===== src/rtl/if_id_fetch_reg.sv =====
// Fetch control and IF/ID pipeline register.
// Owns the architectural PC and issues one instruction-memory request at a
// time. Each returned word is paired with its fetch address. Words that
// arrive while ID is stalled are parked in a small skid FIFO, and one
// {inst, pc, pc+4} bundle is presented to ID per cycle.
module if_id_fetch_reg #(
    parameter logic [31:0] RESET_PC   = 32'h0000_0000,
    parameter logic [31:0] NOP_INST   = 32'h0000_0013,
    parameter int          FIFO_DEPTH = 2
) (
    input  logic        clk,
    input  logic        reset,
    input  logic        stall,
    input  logic        flush,
    input  logic [31:0] if_inst_addr,
    input  logic [31:0] if_pc4,
    output logic [31:0] pc,
    output logic        imem_req,
    output logic [31:0] imem_addr,
    input  logic        imem_gnt,
    input  logic        imem_rvalid,
    input  logic [31:0] imem_rdata,
    output logic        id_valid,
    output logic [31:0] id_inst,
    output logic [31:0] id_pc,
    output logic [31:0] id_pc4
);

    localparam int PTR_W = $clog2(FIFO_DEPTH);
    localparam int CNT_W = PTR_W + 1;

    localparam logic [CNT_W:0]   DEPTH_C = (CNT_W + 1)'(FIFO_DEPTH);
    localparam logic [CNT_W-1:0] FULL_C  = CNT_W'(FIFO_DEPTH);
    localparam logic [CNT_W-1:0] CNT_ONE = CNT_W'(1);
    localparam logic [PTR_W-1:0] PTR_ONE = PTR_W'(1);

    typedef enum logic {BOOT, FETCH} state_t;

    // Next-sequential address, wrapping mod 2^32.
    function automatic logic [31:0] add4(input logic [31:0] a);
        return a + 32'd4;
    endfunction

    state_t             state;
    logic [CNT_W-1:0]   count;
    logic [PTR_W-1:0]   rd_ptr;
    logic [PTR_W-1:0]   wr_ptr;
    logic               inflight_p1;
    logic [31:0]        tag_p1;
    logic [31:0]        fifo_inst [FIFO_DEPTH];
    logic [31:0]        fifo_pc   [FIFO_DEPTH];

    logic [CNT_W:0]     used;
    logic               issue;
    logic               rsp_vld;
    logic               fifo_empty;
    logic               fifo_full;
    logic               fifo_push;
    logic               fifo_pop;

    // Credit check: buffered words plus the outstanding one must leave room,
    // so a stalled ID can never overflow the skid FIFO.
    assign used       = {1'b0, count} + {{CNT_W{1'b0}}, inflight_p1};
    assign imem_req   = (state == FETCH) && (used < DEPTH_C);
    assign imem_addr  = if_inst_addr;
    assign issue      = imem_req & imem_gnt;

    // A response only counts if we asked for it, and a redirect kills it.
    assign rsp_vld    = imem_rvalid & inflight_p1 & ~flush;
    assign fifo_empty = (count == '0);
    assign fifo_full  = (count == FULL_C);
    assign fifo_pop   = ~flush & ~stall & ~fifo_empty;
    // With an empty FIFO and ID free, the response bypasses straight to ID.
    assign fifo_push  = rsp_vld & (stall | ~fifo_empty);

    // Control state: FSM, PC, outstanding-request flag and FIFO bookkeeping.
    always_ff @(posedge clk or negedge reset) begin
        if (!reset) begin
            state       <= BOOT;
            pc          <= RESET_PC;
            inflight_p1 <= 1'b0;
            count       <= '0;
            rd_ptr      <= '0;
            wr_ptr      <= '0;
        end else begin
            if (state == BOOT)
                state <= FETCH;

            if (issue)
                pc <= if_pc4;

            if (issue)
                inflight_p1 <= 1'b1;
            else if (imem_rvalid)
                inflight_p1 <= 1'b0;

            if (flush) begin
                count  <= '0;
                rd_ptr <= '0;
                wr_ptr <= '0;
            end else begin
                if (fifo_push)
                    wr_ptr <= wr_ptr + PTR_ONE;
                if (fifo_pop)
                    rd_ptr <= rd_ptr + PTR_ONE;
                if (fifo_push && !fifo_pop)
                    count <= count + CNT_ONE;
                else if (fifo_pop && !fifo_push)
                    count <= count - CNT_ONE;
            end
        end
    end

    // Fetch address of the outstanding request, paired with its data later.
    always_ff @(posedge clk) begin
        if (issue)
            tag_p1 <= if_inst_addr;
    end

    // Skid FIFO storage; validity is tracked by count, so no reset needed.
    always_ff @(posedge clk) begin
        if (fifo_push) begin
            fifo_inst[wr_ptr] <= imem_rdata;
            fifo_pc[wr_ptr]   <= tag_p1;
        end
    end

    // ID bundle: flush beats stall; otherwise FIFO head, then bypass, then bubble.
    always_ff @(posedge clk or negedge reset) begin
        if (!reset) begin
            id_valid <= 1'b0;
            id_inst  <= NOP_INST;
            id_pc    <= 32'h0;
            id_pc4   <= 32'h0;
        end else if (flush) begin
            id_valid <= 1'b0;
            id_inst  <= NOP_INST;
        end else if (!stall) begin
            if (!fifo_empty) begin
                id_valid <= 1'b1;
                id_inst  <= fifo_inst[rd_ptr];
                id_pc    <= fifo_pc[rd_ptr];
                id_pc4   <= add4(fifo_pc[rd_ptr]);
            end else if (rsp_vld) begin
                id_valid <= 1'b1;
                id_inst  <= imem_rdata;
                id_pc    <= tag_p1;
                id_pc4   <= add4(tag_p1);
            end else begin
                id_valid <= 1'b0;
                id_inst  <= NOP_INST;
            end
        end
    end

    // The credit rule makes a push into a full FIFO impossible.
    no_overflow: assert property (@(posedge clk) disable iff (!reset)
                                  !(fifo_push && fifo_full));

endmodule


===== config.mk =====
export PLATFORM = sky130hd
export DESIGN_NAME = if_id_fetch_reg
export DESIGN_NICKNAME = d
export VERILOG_FILES = /design/src/rtl/if_id_fetch_reg.sv
export SDC_FILE = /design/constraint.sdc
export NUM_CORES = 1
export LEC_CHECK = 0
export CAP_MARGIN = 5
export CORE_MARGIN = 2
export CORE_UTILIZATION = 47
export CTS_BUF_LIST = sky130_fd_sc_hd__clkbuf_4
export CTS_CLUSTER_SIZE = 30
export DETAILED_ROUTE_END_ITERATION = 8
export HOLD_SLACK_MARGIN = 0.05
export PLACE_DENSITY = 0.78
export SYNTH_ARGS = -nofsm -noshare
export SYNTH_HDL_FRONTEND = slang
export SYNTH_SLANG_ARGS = --single-unit

===== constraint.sdc =====
create_clock -name clk -period 6.03 [get_ports clk]
set_input_delay 1.206 -clock clk [delete_from_list [all_inputs] [get_ports clk]]
set_output_delay 1.206 -clock clk [all_outputs]
set_load 0.01 [all_outputs]

# Yosys cells after proc, flatten, opt, wreduce, memory -nomap -nowiden
# Memory sizes are Yosys's and may differ from the RTL's.
# Cells that the tools add are included.
[op_classes]
add_sub_neg = 7
mux = 23
eq_ne = 2
n_reduce_logical = 11
n_bitwise = 10
order_cmp = 1
[op_table]
columns = ["cell", "n"]
rows = [
  ["$mux 32", 8],
  ["$add 32x3->32 const B", 2],
  ["$mux 1", 12],
  ["$and 1x1->1", 6],
  ["$mux 2", 3],
  ["$reduce_bool 2->1", 3],
  ["$add 2x1->3", 1],
  ["$logic_and 1x1->1", 3],
  ["$lt 3x2->1 const B", 1],
  ["$not 1->1", 3],
  ["$reduce_and 3->1", 1],
  ["$reduce_bool 3->1", 1],
  ["$add 1x1->1 const B", 2],
  ["$add 2x1->2 const B", 1],
  ["$logic_not 1->1", 2],
  ["$logic_not 2->1", 1],
  ["$ne 2x1->1 const B", 1],
  ["$ne 2x2->1 const B", 1],
  ["$sub 2x1->2 const B", 1],
  ["$or 1x1->1", 1],
]
[totals]
mem_count = 2
output_inout_bits = 162
inputBits = 102
ff_bits = 167
word_cells = 67
ramBits = 128
[memory_table]
columns = ["name", "words", "width", "rd", "rd_clocked_by_memory_dff", "wr", "line_no", "source"]
rows = [
  ["fifo_inst", 2, 32, 1, 0, 1, "50", "logic [31:0] fifo_inst [FIFO_DEPTH];"],
  ["fifo_pc", 2, 32, 1, 0, 1, "51", "logic [31:0] fifo_pc [FIFO_DEPTH];"],
]

# Depth between registers and ports, before layout
# Gate-level depths: netlist of run 1.
[depth]
depth_word = 9
mapped_depth = 14
ltp_nobuf = 11

# Worst setup path before layout of run 1
# No wires, ideal clock.
[synth_path]
path_kind = "input to register"
start = "input port imem_rvalid"
end = "memory fifo_inst[1][0], enable pin"
n_path_buf = 1
arrival_ps = 6420
path_slack_ps = -968
setup_ps = 578
path_stages = 4
path_cell_list = "and2_0 clkbuf_1 o21ai_0 nor3b_1"
[synth_via]
elab_chain_len = 5
[synth_lines]
columns = ["element", "line_no", "source"]
rows = [
  ["start: declaration", "21", "input logic imem_rvalid,"],
  ["$and 1x1->1 (2 in a row)", "69", "assign rsp_vld = imem_rvalid & inflight_p1 & ~flush;"],
  ["$and 1x1->1", "74", "assign fifo_push = rsp_vld & (stall | ~fifo_empty);"],
  ["$mux 1", "122", "if (fifo_push) begin"],
  ["$mux 1 (not written as such)", "123", "fifo_inst[wr_ptr] <= imem_rdata;"],
  ["end: declaration", "50", ""],
]
# No other way between the ends.

# Worst setup path in the final report of run 1
[layout_path]
start = "input port if_inst_addr[12]"
end = "output port imem_addr[12]"
[layout_rtl]
columns = ["element", "line_no", "source"]
rows = [
  ["start: declaration", "15", "input logic [31:0] if_inst_addr,"],
  ["end: declaration", "19", "output logic [31:0] imem_addr,"],
]
# No word-level cell between the ends.

==> results of run 1 <==
power groups by stage:
| stage | combinational, W | sequential, W | clock (W) |
|---|---|---|---|
| after floorplan | 0.000280 | 0.00252 | 0 |
| after global placement | 0.000861 | 0.00247 | 0 |
| after detailed placement | 0.000876 | 0.00247 | 0 |
| after CTS | 0.000880 | 0.00244 | 0.00193 |
| after global routing | 0.000937 | 0.00246 | 0.00203 |
| final | 0.000867 | 0.00243 | 0.00187 |
routing by layer:
layer  up-vias  part of all wire  global-route usage
li1       3520                 -                   -
met1      3740              0.41              0.2523
met2       265              0.49              0.3309
met3        45             0.065             0.05373
met4         0             0.030              0.1042
met5         -                 0                   0
logic make-up (layout without fill, tap and decap cells):
logic type	after synthesis	after routing	share of synthesized area
AO/OA/AOI/OAI	111	111	0.06090
buffers and inverters	85	423	0.04296
AND/OR/NAND/NOR	160	160	0.07177
XOR/XNOR	30	30	0.02216
adder cells (fa/ha/maj)	1	1	0.001055
flip-flops	293	293	0.6863
multiplexers	126	126	0.1145
other	1	2	0.0003163
Yosys cell counts, drive strengths merged:
cell type    n
dfrtp      130
nor3        18
inv          7
a221oi       1
nor3b        2
nand4b       1
a21o         3
and2         3
a221o       29
clkbuf      27
a211oi       1
nor2b        2
nand3b       2
mux2        65
nor4         9
xnor2        8
nand3        2
or2          2
edfxtp     160
nor2        42
conb         1
or3          3
dfstp        3
buf         51
o21ai       63
ha           1
nand2       67
o22ai        3
nand4        2
mux2i       61
and3         1
o31a         1
nand2b       4
xor2        22
a21oi       10
layout make-up:
type,instances,area (um^2)
well taps,330,412.9
multi-input cells,429,3248
fillers,1902,9333
diodes,1,2.502
clock buffers,134,1006
flip-flops and latches,293,8140
clock inverters,9,86.33
inverters,7,26.28
repair buffers,273,2709
registers in the layout (all words and copies together), names as in the netlist, 2 cells and up:
signal / count
fifo_inst: 64
fifo_pc: 64
id_inst: 32
id_pc: 32
pc: 32
tag_p1: 32
id_pc4: 30
count: 2
per-stage QoR:
step	total power (W)	utilization
6_report	0.005169	0.6262
5_1_grt	0.005423	0.6262
4_1_cts	0.005243	0.6261
3_5_place_dp	0.003350	0.5823
3_3_place_gp	0.003331	0.5823
2_1_floorplan	0.002800	-
final timing paths:
| check | slack [ns] | endpoint |
|---|---|---|
| hold reg to reg | 0.46 | fifo_pc[0][19] |
| setup reg to reg | 2.67 | id_pc4[22] |
| min in group asynchronous | 0.60 | pc[31] |
| setup / recovery | 2.50 | imem_addr[12] |
| max in group asynchronous | 4.08 | rd_ptr |
| hold / removal | 0.46 | fifo_pc[0][19] |
==> results.sh, run 1 <==
export IMPL_synth_distinct_cells=49
export IMPL_ctsResizeCount=0
export IMPL_crit_cells=2
export IMPL_cp_num_buf_inv=2
export IMPL_ant_nets=0
export IMPL_power_density_nw_per_um2=330.7
export IMPL_whs_ns=0.4618
export IMPL_instances_no_fill=1476
export IMPL_yosysWarnings=0
export IMPL_worst_path_most_repeated_cell="clkdlybuf4s50_1"
export IMPL_clockRootBuffer="clkbuf_4"
export IMPL_path_max_fanout=2
export IMPL_r2r_start="count[0]"
export IMPL_hold_depth=0
export IMPL_insertion_delay_ns=0.66
export IMPL_dp_cells=1332
export IMPL_p_comb_frac=0.168
export IMPL_placed_area_um2=14540
export IMPL_cts_buffer_depth=3
export IMPL_cp_required_ns=4.82
export IMPL_fp_dieW_um=162.8
export IMPL_drv_slew=0
export IMPL_dp_slack_ns=2.079
export IMPL_hold_class="reg -> reg"
export IMPL_setup_viol=0
export IMPL_power_share_clock=0.361
export IMPL_fin_worst_skew_ns=0.03157
export IMPL_slowest_delay_ns=0.56
export IMPL_critPathLaunch="if_inst_addr[12]"
export IMPL_dp_hpwl_um=17120
export IMPL_final_area_um2=15630
export IMPL_rr_worst_depth=11
export IMPL_postCtsSetupBuffers=0
export IMPL_synth_area_leaders="edfxtp_1 41%, dfrtp_1 27%, mux2_2 6.2%"
export IMPL_fmax_mhz=283.6
export IMPL_portBuffers=263
export IMPL_yosysTopAreaCell="edfxtp_1"
export IMPL_io_pins=264
export IMPL_seq_area_frac_synth=0.6863
export IMPL_syn_cell_area_um2=11860
export IMPL_nNetsFinal=1184
export IMPL_rsz0062_at_grt="no"
export IMPL_fp_dieArea_um2=26510
export IMPL_netlist_instances=807
export IMPL_grt_max_degree=81
export IMPL_hold_buffers=0
export IMPL_synth_top_area_share=0.4053
export IMPL_clkTransAtPathRegs_ns=0.07
export IMPL_cp_start_kind="primary input"
export IMPL_synthesis_nets=910
export IMPL_drc=0
export IMPL_setup_ws_ns=2.504
export IMPL_cts_tree="yes"
export IMPL_switching_share=0.2504
export IMPL_final_cell_mix="262 x clkdlybuf4s50_1, 160 x edfxtp_1, 134 x clkbuf_4, 129 x dfrtp_1, 67 x nand2_1"
export IMPL_coreArea_um2=24960
export IMPL_synth_avg_cell_area_um2=14.69
export IMPL_antenna_found_initial=1
export IMPL_irDropWorstVdd_v=0.0001711
export IMPL_grt_pass1_wl_um=41540
export IMPL_finalCritPeriodShare=0.5847
export IMPL_clkSinkCount=293
export IMPL_fp_dieH_um=162.8
export IMPL_grt_pass1_vias=7884
export IMPL_place_congestion=0.7664
export IMPL_rows=58
export IMPL_ys_seq_elements=293
export IMPL_drt_iter0_markers=363
export IMPL_critical_path_top_delay_family="buffers and inverters"
export IMPL_vias_per_cell=5.129
export IMPL_overflow=0
export IMPL_p_int_w=0.003875
export IMPL_finalCriticalPeriod_ns=3.526
export IMPL_drtPass1Iterations=5
export IMPL_seqPwrFrac=0.471
export IMPL_cts_buffers=77
export IMPL_cp_end_kind="primary output"
export IMPL_cp_arrival_ns=2.32
export IMPL_wire_per_inst_um=18.12
export IMPL_drive_gt1_frac=0.2131
export IMPL_hold_viol=0
export IMPL_grt_use_total=0.2036
export IMPL_worstSetupPathType="in -> out"
export IMPL_outcome="finished clean"
export IMPL_final_common_cell="clkdlybuf4s50_1"
export IMPL_drv_cap=0
export IMPL_cp_cell_sequence="clkdlybuf4s50_1 > clkdlybuf4s50_1"
export IMPL_via_count=7570
export IMPL_worstMarginPinSlew_ns=1.226
export IMPL_start_util=0.4749
export IMPL_slew_limit_headroom=0.1805
export IMPL_power_switching_w=0.001294
export IMPL_h_tree_depth=3
export IMPL_worstHoldStart="tag_p1[19]"
export IMPL_fin_setup_tns_ns=0
export IMPL_synthToLayoutAreaGrowth_pct=31.85
export IMPL_critPathSlowestCell="clkdlybuf4s50_1"
export IMPL_wl_um=26740
export IMPL_p_leak_nw=5.983
(Power assumes the default switching activity.)
==> inputs of run 2 (changes only) <==
==> constraint.sdc (replaced) <==
create_clock -name clk -period 3.1 [get_ports clk]
set_input_delay 0.62 -clock clk [delete_from_list [all_inputs] [get_ports clk]]
set_output_delay 0.62 -clock clk [all_outputs]
set_load 0.01 [all_outputs]
==> results.sh, run 2 (same netlist as run 1, synthesis figures left out) <==
export IMPL_outcome="finished clean"
export IMPL_hold_class="reg -> reg"
export IMPL_drc=0
export IMPL_drv_cap=0
export IMPL_ctsResizeCount=0
export IMPL_fin_worst_skew_ns=0.04453
export IMPL_p_leak_nw=6.098
export IMPL_grt_max_degree=77
export IMPL_slowest_delay_ns=0.64
export IMPL_cp_end_kind="primary output"
export IMPL_rsz0062_at_grt="no"
export IMPL_final_area_um2=15890
export IMPL_hold_buffers=1
export IMPL_cp_required_ns=2.48
export IMPL_dp_hpwl_um=18250
export IMPL_fp_dieArea_um2=26510
export IMPL_fin_setup_tns_ns=0
export IMPL_cts_tree="yes"
export IMPL_overflow=0
export IMPL_wl_um=27690
export IMPL_io_pins=264
export IMPL_drt_iter0_markers=636
export IMPL_slew_limit_headroom=0.4860
export IMPL_insertion_delay_ns=0.71
export IMPL_rows=58
export IMPL_path_max_fanout=10
export IMPL_finalCriticalPeriod_ns=2.890
export IMPL_clockRootBuffer="clkbuf_4"
export IMPL_cp_cell_sequence="buf_4 > a211oi_1 > clkdlybuf4s50_1"
export IMPL_final_cell_mix="262 x clkdlybuf4s50_1, 160 x edfxtp_1, 129 x dfrtp_1, 123 x clkbuf_4, 67 x nand2_1"
export IMPL_nNetsFinal=1207
export IMPL_wire_per_inst_um=18.42
export IMPL_worstMarginPinSlew_ns=0.7710
export IMPL_drtPass1Iterations=5
export IMPL_worstSetupPathType="reg -> out"
export IMPL_finalCritPeriodShare=0.9324
export IMPL_grt_pass1_vias=7911
export IMPL_irDropWorstVdd_v=0.0002826
export IMPL_place_congestion=0.8025
export IMPL_top_regs="fifo_inst x64, fifo_pc x64"
export IMPL_final_common_cell="clkdlybuf4s50_1"
export IMPL_ant_nets=0
export IMPL_cp_start_kind="register"
export IMPL_grt_pass1_wl_um=43010
export IMPL_critical_path_top_delay_family="buffers and inverters"
export IMPL_hold_viol=0
export IMPL_critPathSlowestCell="clkdlybuf4s50_1"
export IMPL_postCtsSetupBuffers=0
export IMPL_start_util=0.4749
export IMPL_clkTransAtPathRegs_ns=0.07
export IMPL_cp_num_buf_inv=2
export IMPL_cp_arrival_ns=2.27
export IMPL_drv_slew=0
export IMPL_fp_dieW_um=162.8
export IMPL_clkSinkCount=293
export IMPL_placed_area_um2=14780
export IMPL_portBuffers=263
export IMPL_setup_viol=0
export IMPL_cts_buffer_depth=3
export IMPL_cts_buffers=78
export IMPL_h_tree_depth=3
export IMPL_via_count=7719
export IMPL_vias_per_cell=5.136
export IMPL_drive_gt1_frac=0.2224
export IMPL_fmax_mhz=346.0
export IMPL_coreArea_um2=24960
export IMPL_antenna_found_initial=2
export IMPL_fp_dieH_um=162.8
export IMPL_power_density_nw_per_um2=634.4
export IMPL_synthToLayoutAreaGrowth_pct=34.02
export IMPL_grt_use_total=0.2107
==> run 2: stage by stage <==
stage	setup WS, ns	std cells	power, W	utilization	hold slack (ns)
after floorplan	0.002730	807	0.005450	-	0.3244
after global placement	0.3880	1353	0.006526	0.5921	0.4503
after detailed placement	0.2895	1353	0.006558	0.5921	0.4626
after CTS	0.1273	1499	0.01020	0.6360	0.4264
after global routing	0.001808	1503	0.01058	0.6364	0.4571
final	0.2096	1503	0.01008	0.6364	0.4552
==> run 2: worst paths after layout <==
path | start | endpoint | slack [ns] | cells past startpoint
min reg2reg | tag_p1[31] | fifo_pc[0][31] | 0.46 | 0
max reg2reg | rd_ptr | id_pc4[26] | 0.22 | 11
max in group asynchronous | reset | id_inst[4] | 1.70 | 3
max | count[0] | imem_req | 0.21 | 3
min | tag_p1[31] | fifo_pc[0][31] | 0.46 | 0
min in group asynchronous | reset | id_inst[23] | 0.59 | 2
==> run 2: final cells by class <==
type,count,area (um^2)
clock inverter,22,163.9
sequential,293,8140
tap,330,412.9
antenna,4,10.01
clock buffer,123,923.4
multi-input combinational,429,3259
timing repair buffer,295,2952
fill,1888,9076
inverter,7,26.28
==> run 2: routing by layer <==
metal  track usage  wire length [um]  part of all wire  vias to the layer above
met5             0                 0                 0                        -
li1              -                 -                 -                     3572
met2        0.3434             13830              0.50                      280
met3       0.05297              1713             0.062                       52
met1        0.2670             11300              0.41                     3815
met4       0.09614               841             0.030                        0
==> run 2: power by group <==
| part | internal, W | total [W] | switching [W] |
|---|---|---|---|
| Combinational | 0.000977 | 0.00175 | 0.000778 |
| Clock | 0.00199 | 0.00361 | 0.00161 |
| Sequential | 0.00449 | 0.00472 | 0.000226 |
